===== config.mk =====
export PLATFORM = sky130hd
export DESIGN_NAME = conv_stream_bist
export DESIGN_NICKNAME = d
export VERILOG_FILES = /design/src/rtl/conv_stream_bist.sv
export SDC_FILE = /design/constraint.sdc
export NUM_CORES = 1
export LEC_CHECK = 0
export BUFFER_PORTS_ARGS = -buffer_cell sky130_fd_sc_hd__buf_2
export CAP_MARGIN = 30
export CELL_PAD_IN_SITES_DETAIL_PLACEMENT = 2
export CELL_PAD_IN_SITES_GLOBAL_PLACEMENT = 2
export CORE_AREA = 2 2 171 173
export DETAILED_ROUTE_END_ITERATION = 12
export DIE_AREA = 0 0 173 175
export PLACE_DENSITY = 0.75
export SLEW_MARGIN = 30
export SYNTH_ARGS = -nofsm -noshare
export SYNTH_HDL_FRONTEND = slang
export SYNTH_SLANG_ARGS = --single-unit

===== constraint.sdc =====
create_clock -name clk -period 8.3 [get_ports clk]
set_input_delay 0.83 -clock clk [delete_from_list [all_inputs] [get_ports clk]]
set_output_delay 0.83 -clock clk [all_outputs]
set_load 0.02 [all_outputs]

===== src/rtl/conv_stream_bist.sv =====
// conv_stream_bist: built-in self-test engine for the convolution filter
// datapath. Loads a coefficient mask into the filter, streams pseudo-random
// frames with frame sync, folds the filter output into a MISR signature and
// compares it against a golden value.
//
// Ports:
//   clk, reset                  clock / asynchronous active-high reset
//   io_start                    run request, honoured in IDLE or DONE
//   io_image_width/height       frame width-1 / height-1
//   io_num_images               frames per run (0 treated as 1)
//   io_seed                     LFSR seed (0 replaced by 16'hACE1)
//   io_coeff_idx / io_coeff_in  mask index requested / host coefficient
//   io_expected_sig             golden signature
//   io_dut_config_load/coeff    filter mask load
//   io_dut_frame_sync_in/data_in   filter input stream
//   io_dut_frame_sync_out/data_out filter output stream
//   io_busy, io_done, io_pass, io_sync_err, io_timeout   status
//   io_signature                current MISR value
//
// Optional feature: define CONV_BIST_TIMEOUT_EN to abort the run when no
// frame_sync_out arrives within TIMEOUT_CYCLES of stream entry.
module conv_stream_bist #(
  parameter int          PIXEL_W        = 8,
  parameter int          COEFF_W        = 16,
  parameter int          NUM_COEFFS     = 25,
  parameter int          DIM_W          = 10,
  parameter int          SIG_W          = 32,
  parameter logic [31:0] SIG_POLY       = 32'h04C11DB7,
  parameter int          TIMEOUT_CYCLES = 4096,
  localparam int         CIDX_W         = (NUM_COEFFS > 1) ? $clog2(NUM_COEFFS) : 1
) (
  input  logic               clk,
  input  logic               reset,
  input  logic               io_start,
  input  logic [DIM_W-1:0]   io_image_width,
  input  logic [DIM_W-1:0]   io_image_height,
  input  logic [7:0]         io_num_images,
  input  logic [15:0]        io_seed,
  output logic [CIDX_W-1:0]  io_coeff_idx,
  input  logic [COEFF_W-1:0] io_coeff_in,
  input  logic [SIG_W-1:0]   io_expected_sig,
  output logic               io_dut_config_load,
  output logic [COEFF_W-1:0] io_dut_coeff,
  output logic               io_dut_frame_sync_in,
  output logic [PIXEL_W-1:0] io_dut_data_in,
  input  logic               io_dut_frame_sync_out,
  input  logic [PIXEL_W-1:0] io_dut_data_out,
  output logic               io_busy,
  output logic               io_done,
  output logic               io_pass,
  output logic               io_sync_err,
  output logic               io_timeout,
  output logic [SIG_W-1:0]   io_signature
);

  typedef enum logic [2:0] {S_IDLE, S_LOAD, S_GAP, S_STREAM, S_DONE} state_t;

  localparam logic [CIDX_W-1:0] K_LAST = CIDX_W'(NUM_COEFFS - 1);

  state_t             state_q, state_d;
  logic [CIDX_W-1:0]  k_q;
  logic [DIM_W-1:0]   w_q, h_q;
  logic [7:0]         n_q;
  logic [SIG_W-1:0]   exp_q, sig_q, misr_nx;
  logic [15:0]        lfsr_q, lfsr_nx;
  logic               sync_err_q;
  // input-side position
  logic [DIM_W-1:0]   ix_q, iy_q;
  logic [7:0]         iimg_q;
  logic               in_run_q;
  // capture-side position
  logic [DIM_W-1:0]   cx_q, cy_q;
  logic [7:0]         cimg_q;
  logic               cap_on_q;

  logic start_ok, cap_now, cap_pix0, cap_last, timeout_hit;

  assign start_ok = io_start && (state_q == S_IDLE || state_q == S_DONE);
  // Capture begins on the first frame_sync_out after stream entry.
  assign cap_now  = (state_q == S_STREAM) && (cap_on_q || io_dut_frame_sync_out);
  assign cap_pix0 = (cx_q == '0) && (cy_q == '0);
  assign cap_last = cap_now && (cx_q == w_q) && (cy_q == h_q) && (cimg_q == n_q - 8'd1);

  assign lfsr_nx = {lfsr_q[14:0], lfsr_q[15] ^ lfsr_q[13] ^ lfsr_q[12] ^ lfsr_q[10]};
  assign misr_nx = {sig_q[SIG_W-2:0], 1'b0}
                 ^ (sig_q[SIG_W-1] ? SIG_POLY[SIG_W-1:0] : '0)
                 ^ SIG_W'(io_dut_data_out);

`ifdef CONV_BIST_TIMEOUT_EN
  localparam int TO_W = $clog2(TIMEOUT_CYCLES + 1);
  logic [TO_W-1:0] tcnt_q;
  logic            timeout_q;

  assign timeout_hit = (state_q == S_STREAM) && !cap_on_q && !io_dut_frame_sync_out
                    && (tcnt_q == TO_W'(TIMEOUT_CYCLES - 1));
  assign io_timeout  = timeout_q;

  always_ff @(posedge clk or posedge reset) begin
    if (reset) begin
      tcnt_q    <= '0;
      timeout_q <= 1'b0;
    end else if (start_ok) begin
      tcnt_q    <= '0;
      timeout_q <= 1'b0;
    end else if (state_q == S_GAP) begin
      tcnt_q    <= '0;
    end else if (timeout_hit) begin
      timeout_q <= 1'b1;
    end else if (state_q == S_STREAM && !cap_on_q && !io_dut_frame_sync_out) begin
      tcnt_q    <= tcnt_q + TO_W'(1);
    end
  end
`else
  assign timeout_hit = 1'b0;
  assign io_timeout  = 1'b0;
`endif

  always_comb begin
    state_d = state_q;
    case (state_q)
      S_IDLE, S_DONE: if (start_ok) state_d = S_LOAD;
      S_LOAD:         if (k_q == K_LAST) state_d = S_GAP;
      S_GAP:          state_d = S_STREAM;
      S_STREAM:       if (cap_last || timeout_hit) state_d = S_DONE;
      default:        state_d = S_IDLE;
    endcase
  end

  always_ff @(posedge clk or posedge reset) begin
    if (reset) begin
      state_q              <= S_IDLE;
      k_q                  <= '0;
      w_q                  <= '0;
      h_q                  <= '0;
      n_q                  <= '0;
      exp_q                <= '0;
      lfsr_q               <= '0;
      sig_q                <= '1;
      sync_err_q           <= 1'b0;
      ix_q                 <= '0;
      iy_q                 <= '0;
      iimg_q               <= '0;
      in_run_q             <= 1'b0;
      cx_q                 <= '0;
      cy_q                 <= '0;
      cimg_q               <= '0;
      cap_on_q             <= 1'b0;
      io_dut_config_load   <= 1'b0;
      io_dut_coeff         <= '0;
      io_dut_frame_sync_in <= 1'b0;
      io_dut_data_in       <= '0;
    end else begin
      state_q              <= state_d;
      io_dut_config_load   <= 1'b0;
      io_dut_coeff         <= '0;
      io_dut_frame_sync_in <= 1'b0;
      io_dut_data_in       <= '0;
      case (state_q)
        S_IDLE, S_DONE: begin
          if (start_ok) begin
            w_q        <= io_image_width;
            h_q        <= io_image_height;
            n_q        <= (io_num_images == 8'd0) ? 8'd1 : io_num_images;
            lfsr_q     <= (io_seed == 16'd0) ? 16'hACE1 : io_seed;
            exp_q      <= io_expected_sig;
            sig_q      <= '1;
            sync_err_q <= 1'b0;
            k_q        <= '0;
          end
        end
        S_LOAD: begin
          io_dut_config_load <= 1'b1;
          io_dut_coeff       <= io_coeff_in;
          k_q                <= (k_q == K_LAST) ? '0 : k_q + CIDX_W'(1);
        end
        S_GAP: begin
          in_run_q <= 1'b1;
          ix_q     <= '0;
          iy_q     <= '0;
          iimg_q   <= '0;
          cx_q     <= '0;
          cy_q     <= '0;
          cimg_q   <= '0;
          cap_on_q <= 1'b0;
        end
        S_STREAM: begin
          if (in_run_q) begin
            io_dut_frame_sync_in <= (ix_q == '0) && (iy_q == '0);
            io_dut_data_in       <= lfsr_q[PIXEL_W-1:0];
            lfsr_q               <= lfsr_nx;
            if (ix_q == w_q) begin
              ix_q <= '0;
              if (iy_q == h_q) begin
                iy_q <= '0;
                if (iimg_q == n_q - 8'd1) in_run_q <= 1'b0;
                else                      iimg_q   <= iimg_q + 8'd1;
              end else begin
                iy_q <= iy_q + DIM_W'(1);
              end
            end else begin
              ix_q <= ix_q + DIM_W'(1);
            end
          end
          // Capture counters are zero before the first sync, so the opening
          // pulse is checked against pixel 0 like every later frame start.
          if (cap_now) begin
            sig_q    <= misr_nx;
            cap_on_q <= 1'b1;
            if (io_dut_frame_sync_out != cap_pix0) sync_err_q <= 1'b1;
            if (cx_q == w_q) begin
              cx_q <= '0;
              if (cy_q == h_q) begin
                cy_q   <= '0;
                cimg_q <= cimg_q + 8'd1;
              end else begin
                cy_q <= cy_q + DIM_W'(1);
              end
            end else begin
              cx_q <= cx_q + DIM_W'(1);
            end
          end
        end
        default: ;
      endcase
    end
  end

  assign io_coeff_idx = k_q;
  assign io_busy      = (state_q == S_LOAD) || (state_q == S_GAP) || (state_q == S_STREAM);
  assign io_done      = (state_q == S_DONE);
  assign io_pass      = io_done && !sync_err_q && !io_timeout && (sig_q == exp_q);
  assign io_sync_err  = sync_err_q;
  assign io_signature = sig_q;

endmodule

==> results of run 1 <==
-- final cells by class --
| cell class | instances | share of cell area [%] |
|---|---|---|
| Inverter | 21 | 0.751 |
| Tap cell | 384 | 3.95 |
| Clock buffer | 33 | 5.79 |
| Clock inverter | 11 | 0.792 |
| Timing Repair Buffer | 179 | 7.55 |
| Multi-Input combinational cell | 697 | 39.5 |
| Sequential cell | 201 | 41.7 |
-- critical path, delay by kind of cell (launching register included) --
kind	cells	cell delay (ns)
simple gates	5	1.24
flops	1	0.49
buf+inv	1	0.19
-- Yosys cell counts, types with 2 or more instances --
library cell | n | area share, %
sky130_fd_sc_hd__buf_1 | 6 | 0.22
sky130_fd_sc_hd__o22ai_1 | 11 | 0.68
sky130_fd_sc_hd__mux2_2 | 58 | 6.5
sky130_fd_sc_hd__dfstp_2 | 32 | 8.3
sky130_fd_sc_hd__clkbuf_1 | 34 | 1.3
sky130_fd_sc_hd__buf_2 | 4 | 0.20
sky130_fd_sc_hd__a21boi_0 | 2 | 0.15
sky130_fd_sc_hd__o31ai_2 | 2 | 0.25
sky130_fd_sc_hd__nor4b_4 | 2 | 0.47
sky130_fd_sc_hd__nor4_1 | 20 | 1.2
sky130_fd_sc_hd__nand2_1 | 75 | 2.8
sky130_fd_sc_hd__xnor3_1 | 3 | 0.67
sky130_fd_sc_hd__and3_1 | 26 | 1.6
sky130_fd_sc_hd__or4_1 | 8 | 0.60
sky130_fd_sc_hd__a31oi_1 | 5 | 0.31
sky130_fd_sc_hd__and2_1 | 18 | 1.1
sky130_fd_sc_hd__or2_2 | 2 | 0.12
sky130_fd_sc_hd__dfrtp_1 | 169 | 42
sky130_fd_sc_hd__xnor2_1 | 83 | 7.2
sky130_fd_sc_hd__nor2_1 | 66 | 2.5
sky130_fd_sc_hd__xor2_1 | 52 | 4.5
sky130_fd_sc_hd__nor2b_1 | 3 | 0.19
sky130_fd_sc_hd__o41ai_1 | 2 | 0.17
sky130_fd_sc_hd__or3_1 | 5 | 0.31
sky130_fd_sc_hd__a21o_1 | 3 | 0.22
sky130_fd_sc_hd__o21ai_0 | 65 | 3.2
sky130_fd_sc_hd__nand4_1 | 23 | 1.4
sky130_fd_sc_hd__ha_1 | 13 | 1.6
sky130_fd_sc_hd__o31ai_1 | 12 | 0.89
sky130_fd_sc_hd__inv_1 | 21 | 0.78
sky130_fd_sc_hd__nand3_1 | 25 | 1.2
sky130_fd_sc_hd__mux2i_1 | 10 | 0.99
sky130_fd_sc_hd__nand2b_1 | 8 | 0.50
sky130_fd_sc_hd__nor3b_1 | 2 | 0.15
sky130_fd_sc_hd__a21oi_1 | 27 | 1.3
sky130_fd_sc_hd__nand4b_1 | 5 | 0.43
sky130_fd_sc_hd__nor4b_1 | 8 | 0.69
sky130_fd_sc_hd__nand3b_1 | 2 | 0.15
sky130_fd_sc_hd__nor3_1 | 38 | 1.9
-- power by group through the flow --
stage	clock, mW	sequential, mW	combinational (mW)
3_5_place_dp	0	1.84	1.75
4_1_cts	1.09	1.83	1.78
5_1_grt	1.13	1.88	1.95
3_3_place_gp	0	1.82	1.66
6_report	1.06	1.82	1.75
2_1_floorplan	0	1.79	1.18
-- metrics by stage --
stage	hold WS, ns	std cells	worst slack, ns	power (mW)
2_1_floorplan	0.450	964	2.04	2.97
3_3_place_gp	0.463	1482	5.38	3.48
3_5_place_dp	0.480	1482	5.34	3.59
4_1_cts	0.487	1526	4.94	4.70
5_1_grt	0.496	1526	4.76	4.96
6_report	0.380	1526	5.02	4.63
-- state kept, by name (all words and copies together) (netlist names), 10 cells and up --
| name | count |
|---|---|
| cx_q | 10 |
| cy_q | 10 |
| exp_q | 32 |
| h_q | 10 |
| io_dut_coeff | 16 |
| io_signature | 32 |
| ix_q | 10 |
| iy_q | 10 |
| lfsr_q | 16 |
| w_q | 10 |
-- layout by cell type, fill, tap and decap left out, types with 3 or more instances in the layout --
| cell | netlist | layout |
|---|---|---|
| sky130_fd_sc_hd__mux2i_1 | 10 | 10 |
| sky130_fd_sc_hd__and2_1 | 18 | 17 |
| sky130_fd_sc_hd__clkbuf_16 | 0 | 24 |
| sky130_fd_sc_hd__a21o_1 | 3 | 3 |
| sky130_fd_sc_hd__and3_1 | 26 | 26 |
| sky130_fd_sc_hd__xnor2_1 | 83 | 83 |
| sky130_fd_sc_hd__dfrtp_1 | 169 | 169 |
| sky130_fd_sc_hd__buf_2 | 4 | 170 |
| sky130_fd_sc_hd__nor2_2 | 0 | 3 |
| sky130_fd_sc_hd__dfstp_2 | 32 | 32 |
| sky130_fd_sc_hd__or4_1 | 8 | 8 |
| sky130_fd_sc_hd__nor4b_1 | 8 | 8 |
| sky130_fd_sc_hd__a31oi_1 | 5 | 5 |
| sky130_fd_sc_hd__o21ai_0 | 65 | 65 |
| sky130_fd_sc_hd__xor2_1 | 52 | 52 |
| sky130_fd_sc_hd__nand2_1 | 75 | 75 |
| sky130_fd_sc_hd__mux2_2 | 58 | 58 |
| sky130_fd_sc_hd__nand3_1 | 25 | 25 |
| sky130_fd_sc_hd__nand4_1 | 23 | 23 |
| sky130_fd_sc_hd__nand2b_1 | 8 | 8 |
| sky130_fd_sc_hd__inv_1 | 21 | 20 |
| sky130_fd_sc_hd__nor3_1 | 38 | 38 |
| sky130_fd_sc_hd__nor2_1 | 66 | 63 |
| sky130_fd_sc_hd__ha_1 | 13 | 13 |
| sky130_fd_sc_hd__nor2b_1 | 3 | 3 |
| sky130_fd_sc_hd__o22ai_1 | 11 | 11 |
| sky130_fd_sc_hd__xnor3_1 | 3 | 3 |
| sky130_fd_sc_hd__nor4_1 | 20 | 20 |
| sky130_fd_sc_hd__clkbuf_8 | 0 | 7 |
| sky130_fd_sc_hd__buf_4 | 1 | 9 |
| sky130_fd_sc_hd__o31ai_2 | 2 | 3 |
| sky130_fd_sc_hd__or3_1 | 5 | 5 |
| sky130_fd_sc_hd__clkinv_2 | 0 | 7 |
| sky130_fd_sc_hd__nand4b_1 | 5 | 5 |
| sky130_fd_sc_hd__o31ai_1 | 12 | 11 |
| sky130_fd_sc_hd__a21oi_1 | 27 | 26 |
-- worst paths after layout --
| check | start | to | slack (ns) | cells past startpoint |
|---|---|---|---|---|
| max | state_q[0] | io_pass | 5.02 | 6 |
| min | reset | io_dut_coeff[3] | 0.38 | 2 |
| max reg2reg | state_q[0] | io_signature[26] | 5.51 | 7 |
| min reg2reg | lfsr_q[11] | lfsr_q[11] | 0.49 | 2 |
| max in group asynchronous | reset | exp_q[22] | 6.54 | 3 |
| min in group clk | lfsr_q[11] | lfsr_q[11] | 0.49 | 2 |
-- metal layers --
metal  part of all wire, %  vias to the layer above
met2                    50                      153
met4                   1.7                        0
met3                   3.6                       38
met5                     0                        -
met1                    45                     4081
li1                      -                     3687
-- cell families after synthesis --
group | after synthesis | synth area share, %
AO/OA/AOI/OAI | 133 | 7.54
XOR/XNOR | 138 | 12.4
adder cells (fa/ha/maj) | 13 | 1.61
buffers and inverters | 66 | 2.54
flip-flops | 201 | 50.3
multiplexers | 68 | 7.47
other | 1 | 0.0372
AND/OR/NAND/NOR | 344 | 18.1
==> impl_summary.log, run 1 <==
INFO  metric slowest_delay = 0.49 ns
INFO  metric critPathRequiredTime = 7.47 ns
INFO  metric placement.cell_area = 11400 µm²
INFO  metric final_period_minus_worst_setup_slack = 3.28 ns
INFO  metric fmax = 304 MHz
INFO  metric status = finished clean
INFO  metric dr.first_iter.drc_count = 294
INFO  metric fillcell_total = 3105
INFO  metric grt_first_pass_wirelength = 50.3 mm
INFO  metric cts_setup_buffers = 0
INFO  metric final-hold-violation-count = 0
INFO  metric netSwitchingFraction = 40.3%
INFO  metric rows = 62
INFO  metric io_buffers = 170
INFO  metric final_max_slew_viol_count = 0
INFO  metric syn_inst = 964
INFO  metric critical_path.cell_chain = nor2_1, nand2_1, nor4_1, nand3_1, nor3_1, buf_2
INFO  metric fin_area = 12200 µm²
INFO  metric transition_time_at_the_pin_with_the_least_slew_margin = 0.949 ns
INFO  metric fin_setup_tns = 0 ns
INFO  metric die_width = 173 µm
INFO  metric critPathMaxFanout = 10
INFO  metric slowest_stage = sky130_fd_sc_hd__dfrtp_1
INFO  metric finalWeightedCongestion = 0.788
INFO  metric drt-vias-per-instance = 5.22
INFO  metric setup-violations-final = 0
INFO  metric total_drc_errors_in_the_routed_layout = 0
INFO  metric final_nets = 1241
INFO  metric fin_crit_sh = 39.6%
INFO  metric routed_wire_length_per_instance = 20.2 µm
INFO  metric die_area = 30300 µm²
INFO  metric cts_tree = built
INFO  metric net-switching-power = 1.87 mW
INFO  metric postSynth.asyncResetShare = 100%
INFO  metric max_buffers_root_to_sink = 3
INFO  metric max_cap_viol_count = 0
INFO  metric global_route.usage.met3 = 3.02%
INFO  metric critPathArrivalTime = 2.45 ns
INFO  metric synth_flop_type = sky130_fd_sc_hd__dfrtp_1
INFO  metric groute.usage.overall = 20.5%
INFO  metric routing_layer_with_the_top_usage_in_global_route = met2
INFO  metric syn_nets = 1081
INFO  metric synth.cell_area = 10100 µm²
INFO  metric yosysSeqAreaShare = 50.3%
INFO  metric finalWirelength = 30.8 mm
INFO  metric pwr_density_cell = 381 nW/µm²
INFO  metric power.ir.vdd_worst = 153 µV
INFO  metric timing.clock.skew = 0.0138 ns
INFO  metric clkSlewWorstSetupHoldPaths = 0.06 ns
INFO  metric io-pin-count = 172
INFO  metric gr-usage-met2 = 36.6%
INFO  metric area_taken_by_multi_input_logic_gates = 4800 µm²
INFO  metric grt.met1_usage = 26.4%
INFO  metric post_synth_num_cell_types = 53
INFO  metric crit_path_kind = register to output port
INFO  metric post_syn_area_per_cell = 10.5 µm²
INFO  metric cts.root.buffer_cell = sky130_fd_sc_hd__clkbuf_16
INFO  metric cts-htree-levels = 1
INFO  metric clkSinkCount = 201
INFO  metric edff_count_synth = 0
INFO  metric number_of_cts_inserted_buffers = 24
INFO  metric number_of_storage_elements_in_the_synthesis_netlist = 201
INFO  metric fp.dieH = 175 µm
INFO  metric endpoint_type_of_the_worst_setup_path = output port
INFO  metric setup_repair_after_global_routing_missed_its_margin = false
INFO  metric detail-route-antenna-nets = 0
INFO  metric slew_headroom = 36.5%
INFO  metric grt_max_degree = 146
INFO  metric hold_buffers = 0
INFO  metric combPwrFrac = 37.8%
INFO  metric p_seq_share = 39.3%
INFO  metric via_count_of_the_first_global_routing_pass = 8873
INFO  metric grt_antenna_before_repair = 0
INFO  metric antenna-diode-count = 0
INFO  metric dr_total_vias = 7959
INFO  metric hpwlAfterDp = 21.9 mm
INFO  metric total_leakage_power = 5.30 nW
INFO  metric synth-warning-count = 0
INFO  metric grt_overflow_total = 0
INFO  metric start_util = 35.5%
INFO  metric share_clk_of_total_power = 22.9%
INFO  metric final_core_util = 42.8%
INFO  metric fraction_of_layout_cells_with_a_size_suffix_above_1 = 28.9%
INFO  metric internal_power = 2.76 mW
INFO  metric clk_latency = 0.53 ns
INFO  metric hp-class = input pin to asynchronous set/reset pin
INFO  metric pre_antenna_drt_iters = 4
INFO  metric cts_resized = 0
INFO  metric regArea = 5070 µm²
INFO  metric syn2layout_area_growth = 20.5%
INFO  metric core_area = 28400 µm²
INFO  metric worst_setup_path_start_kind = register
No activity file was read; power rests on OpenSTA's default activity.
==> run 2, diff against run 1 <==
ABC_AREA = 1   (was not set)
CORE_AREA = 2 2 191 193   (was 2 2 171 173)
DIE_AREA = 0 0 193 195   (was 0 0 173 175)
PLACE_DENSITY = 0.71   (was 0.75)
clock period = 2.7 ns   (was 8.3 ns; I/O delays follow)
==> run 2 against run 1 <==
  * Core utilization fell by 4.8 points
  * Critical path depth stayed put
  * Non-clock buffer count grew 84
  * Flip-flop and latch count did not move
  * Critical path type unchanged
  * Largest power group is now combinational logic
==> impl_summary.log, run 2 <==
INFO  metric status = finished clean
INFO  metric share_clk_of_total_power = 20.8% (-2.1 points)
INFO  metric crit_path_kind = register to output port
INFO  metric synth-warning-count = 0 (unchanged)
INFO  metric final_nets = 1674 (+35%)
INFO  metric combPwrFrac = 43.5% (+5.7 points)
INFO  metric start_util = 29.7% (-5.8 points)
INFO  metric final_period_minus_worst_setup_slack = 2.57 ns
INFO  metric rows = 69 (+11%)
INFO  metric clk_latency = 0.54 ns (about the same)
INFO  metric total_leakage_power = 6.48 nW (+22%)
INFO  metric io-pin-count = 172 (unchanged)
INFO  metric yosysTopAreaCell = sky130_fd_sc_hd__dfrtp_1
INFO  metric final-hold-violation-count = 0 (unchanged)
INFO  metric netlist_top_cells_area = sky130_fd_sc_hd__dfrtp_1 (40%), sky130_fd_sc_hd__nand2_1 (10%), sky130_fd_sc_hd__dfstp_2 (8.0%), sky130_fd_sc_hd__inv_1 (6.1%), sky130_fd_sc_hd__o21ai_0 (5.8%)
INFO  metric clkSinkCount = 201 (unchanged)
INFO  metric synth_largest_type_area_fraction = 40.2% (-1.7 points)
INFO  metric fillcell_total = 4070 (+31%)
INFO  metric netSwitchingFraction = 45.6% (+5.2 points)
INFO  metric critPathRequiredTime = 2.43 ns (-5.04 ns)
INFO  metric clkSlewWorstSetupHoldPaths = 0.06 ns (about the same)
INFO  metric number_of_cts_inserted_buffers = 25 (+4.2%)
INFO  metric post_syn_area_per_cell = 8.07 µm² (-23%)
INFO  metric pwr_density_cell = 1150 nW/µm² (+200%)
INFO  metric critPathMaxFanout = 4 (-6)
INFO  metric groute.usage.overall = 21.4% (+0.86 points)
INFO  metric mostFrequentLayoutCells = sky130_fd_sc_hd__nand2_1 (292), sky130_fd_sc_hd__inv_1 (171), sky130_fd_sc_hd__buf_2 (170), sky130_fd_sc_hd__dfrtp_1 (169), sky130_fd_sc_hd__o21ai_0 (122)
INFO  metric internal_power = 8.46 mW (+210%)
INFO  metric syn2layout_area_growth = 28.1%
INFO  metric transition_time_at_the_pin_with_the_least_slew_margin = 0.820 ns (-0.128 ns)
INFO  metric max_cap_viol_count = 0 (unchanged)
INFO  metric yosys-top-cells-count = sky130_fd_sc_hd__nand2_1 (293), sky130_fd_sc_hd__inv_1 (172), sky130_fd_sc_hd__dfrtp_1 (169)
INFO  metric endpoint_type_of_the_worst_setup_path = output port
INFO  metric fmax = 390 MHz
INFO  metric grt_overflow_total = 0 (unchanged)
INFO  metric critical_path.cell_chain = xnor2_1, nand2_1, a221oi_1, nand4_1, nor3_2, buf_2
INFO  metric core_area = 35400 µm² (+25%)
INFO  metric yosysSeqAreaShare = 48.2% (-2.1 points)
INFO  metric drt-vias-per-instance = 4.95 (-5.1%)
INFO  metric slew_headroom = 44.9% (+8.4 points)
INFO  metric final_max_slew_viol_count = 0 (unchanged)
INFO  metric cts_tree = built
INFO  metric syn_inst = 1304 (+35%)
INFO  metric edff_count_synth = 0 (unchanged)
INFO  metric fin_crit_sh = 95.0%
INFO  metric p_seq_share = 35.7% (-3.6 points)
INFO  metric critPathArrivalTime = 2.30 ns (-0.15 ns)
INFO  metric fin_ws = 0.134 ns (-4.88 ns)
INFO  metric dp_cells = 1917 (+29%)
INFO  metric pre_antenna_drt_iters = 4 (unchanged)
INFO  metric timing.clock.skew = 0.0115 ns (-0.00230 ns)
INFO  metric io_buffers = 170 (unchanged)
INFO  metric fp.dieH = 195 µm (+11%)
INFO  metric slowest_stage = sky130_fd_sc_hd__dfstp_2
INFO  metric dr.first_iter.drc_count = 440 (+50%)
INFO  metric cts-htree-levels = 1 (unchanged)
INFO  metric setup_repair_after_global_routing_missed_its_margin = false
INFO  metric finalWeightedCongestion = 0.804 (+2.0%)
INFO  metric setup-violations-final = 0 (unchanged)
INFO  metric grt_max_degree = 71 (-51%)
INFO  metric holdWs = 0.0110 ns (-0.369 ns)
INFO  metric die_width = 193 µm (+12%)
INFO  metric number_of_storage_elements_in_the_synthesis_netlist = 201 (unchanged)
INFO  metric hpwlAfterDp = 28.3 mm (+29%)
INFO  metric grt_first_pass_wirelength = 63.6 mm (+27%)
INFO  metric synth.cell_area = 10500 µm² (+4.3%)
INFO  metric max_buffers_root_to_sink = 3 (unchanged)
INFO  metric pre_cts_ws = 0.421 ns (-4.92 ns)
INFO  metric cts_setup_buffers = 0 (unchanged)
INFO  metric postSynth.asyncResetShare = 100% (unchanged)
INFO  metric grt_antenna_before_repair = 1 (+1)
INFO  metric total_drc_errors_in_the_routed_layout = 0 (unchanged)
INFO  metric routed_wire_length_per_instance = 19.4 µm (-4.0%)
INFO  metric finalWirelength = 39.6 mm (+28%)
INFO  metric fraction_of_layout_cells_with_a_size_suffix_above_1 = 19.7% (-9.2 points)
INFO  metric synthMostInstantiatedCell = sky130_fd_sc_hd__nand2_1
INFO  metric detail-route-antenna-nets = 0 (unchanged)
INFO  metric slowest_delay = 0.58 ns (+0.09 ns)
INFO  metric dr_total_vias = 10.1k (+27%)
INFO  metric worst_setup_path_start_kind = register
INFO  metric finalNonFillerCells = 2038 (+34%)
INFO  metric net-switching-power = 7.08 mW (+280%)
INFO  metric hp-class = input pin to register
INFO  metric post_synth_num_cell_types = 54 (+1.9%)
INFO  metric cts.root.buffer_cell = sky130_fd_sc_hd__clkbuf_16
INFO  metric layout.cells.most_common = sky130_fd_sc_hd__nand2_1
INFO  metric via_count_of_the_first_global_routing_pass = 11.4k (+28%)
INFO  metric syn_nets = 1421 (+31%)
INFO  metric synth_flop_type = sky130_fd_sc_hd__dfrtp_1
INFO  metric cp_top_family = flip-flops
INFO  metric critical_path.n_buffers_inverters = 1 (unchanged)
INFO  metric die_area = 37600 µm² (+24%)
INFO  metric power.ir.vdd_worst = 467 µV (+210%)
==> run 2: changes by cell type in the layout (fill, tap and decap cells not counted), sizes merged, moves of 61 or more <==
cell and delta:
inv +172, o21ai +67, nor2 +61, xnor2 -64, dlygate4sd3 +74, nand2 +223
==> run 2: final timing paths <==
check	startpoint	to	slack (ns)	cells past startpoint
worst max-delay path	io_signature[12]	io_pass	0.13	6
max in group asynchronous	reset	h_q[4]	1.44	4
worst max register to register	state_q[2]	cimg_q[3]	0.45	10
worst min register to register	in_run_q	in_run_q	0.51	2
min in group asynchronous	reset	exp_q[1]	0.42	3
worst min-delay path	io_expected_sig[13]	exp_q[13]	0.01	3
==> run 2: timing repair <==
action,in CTS,in global routing
resized for setup,0,1
setup endpoints to repair,0,1
hold endpoints to repair,86,0
hold buffers,74,0
==> run 2: power groups by stage <==
stage	combinational (mW)	clock (mW)	sequential, mW
after floorplan	4.15	0	5.67
after global placement	6.42	0	5.54
after detailed placement	6.68	0	5.58
after CTS	6.84	3.32	5.56
after global routing	7.63	3.44	5.73
final	6.75	3.23	5.55
==> run 2: cell type report <==
class	count	area, µm²	share of cell area [%]
Antenna cell	1	2.50	0.0186
Timing Repair Buffer	263	1780	13.2
Clock buffer	38	724	5.38
Tap cell	461	577	4.28
Multi-Input combinational cell	872	4540	33.7
Inverter	194	734	5.45
Clock inverter	8	46.3	0.344
Sequential cell	201	5070	37.6
==> run 2: metal layers <==
layer,track usage (%),up-vias,part of all wire [%]
li1,-,4760,-
met1,28.0,5114,45
met2,37.4,166,50
met3,3.22,46,3.7
met4,4.12,0,1.8
met5,0,-,0
==> run 2: cell families after synthesis <==
group | count (synthesis) | share of synthesized area [%]
flops | 201 | 48.2
xor+xnor | 55 | 4.84
fa+ha+maj | 13 | 1.55
buf+inv | 231 | 8.73
other cells | 1 | 0.0357
compound gates | 236 | 12.8
simple gates | 567 | 23.9
==> run 2: worst reg2reg max path, cell delays in order, from the launching register on <==
cell	delay (ns)
sky130_fd_sc_hd__dfrtp_1	0.44
sky130_fd_sc_hd__nor2_4	0.21
sky130_fd_sc_hd__nand2_2	0.12
sky130_fd_sc_hd__nor2_8	0.24
sky130_fd_sc_hd__nor2_4	0.08
sky130_fd_sc_hd__inv_4	0.14
sky130_fd_sc_hd__o21ai_2	0.22
sky130_fd_sc_hd__nor2_4	0.42
sky130_fd_sc_hd__nand3_1	0.14
sky130_fd_sc_hd__nand2_1	0.09
sky130_fd_sc_hd__nor2_1	0.04
==> run 2: through the flow <==
stage | setup TNS [ns] | cell area, µm² | util (%) | power (mW)
floorplan | -24.71 | 10500 | - | 9.82
global placement | 0 | 12000 | 33.8 | 12.0
detailed placement | 0 | 12000 | 33.8 | 12.3
CTS | 0 | 13500 | 38.1 | 15.7
global route | 0 | 13500 | 38.1 | 16.8
finish | 0 | 13500 | 38.1 | 15.5
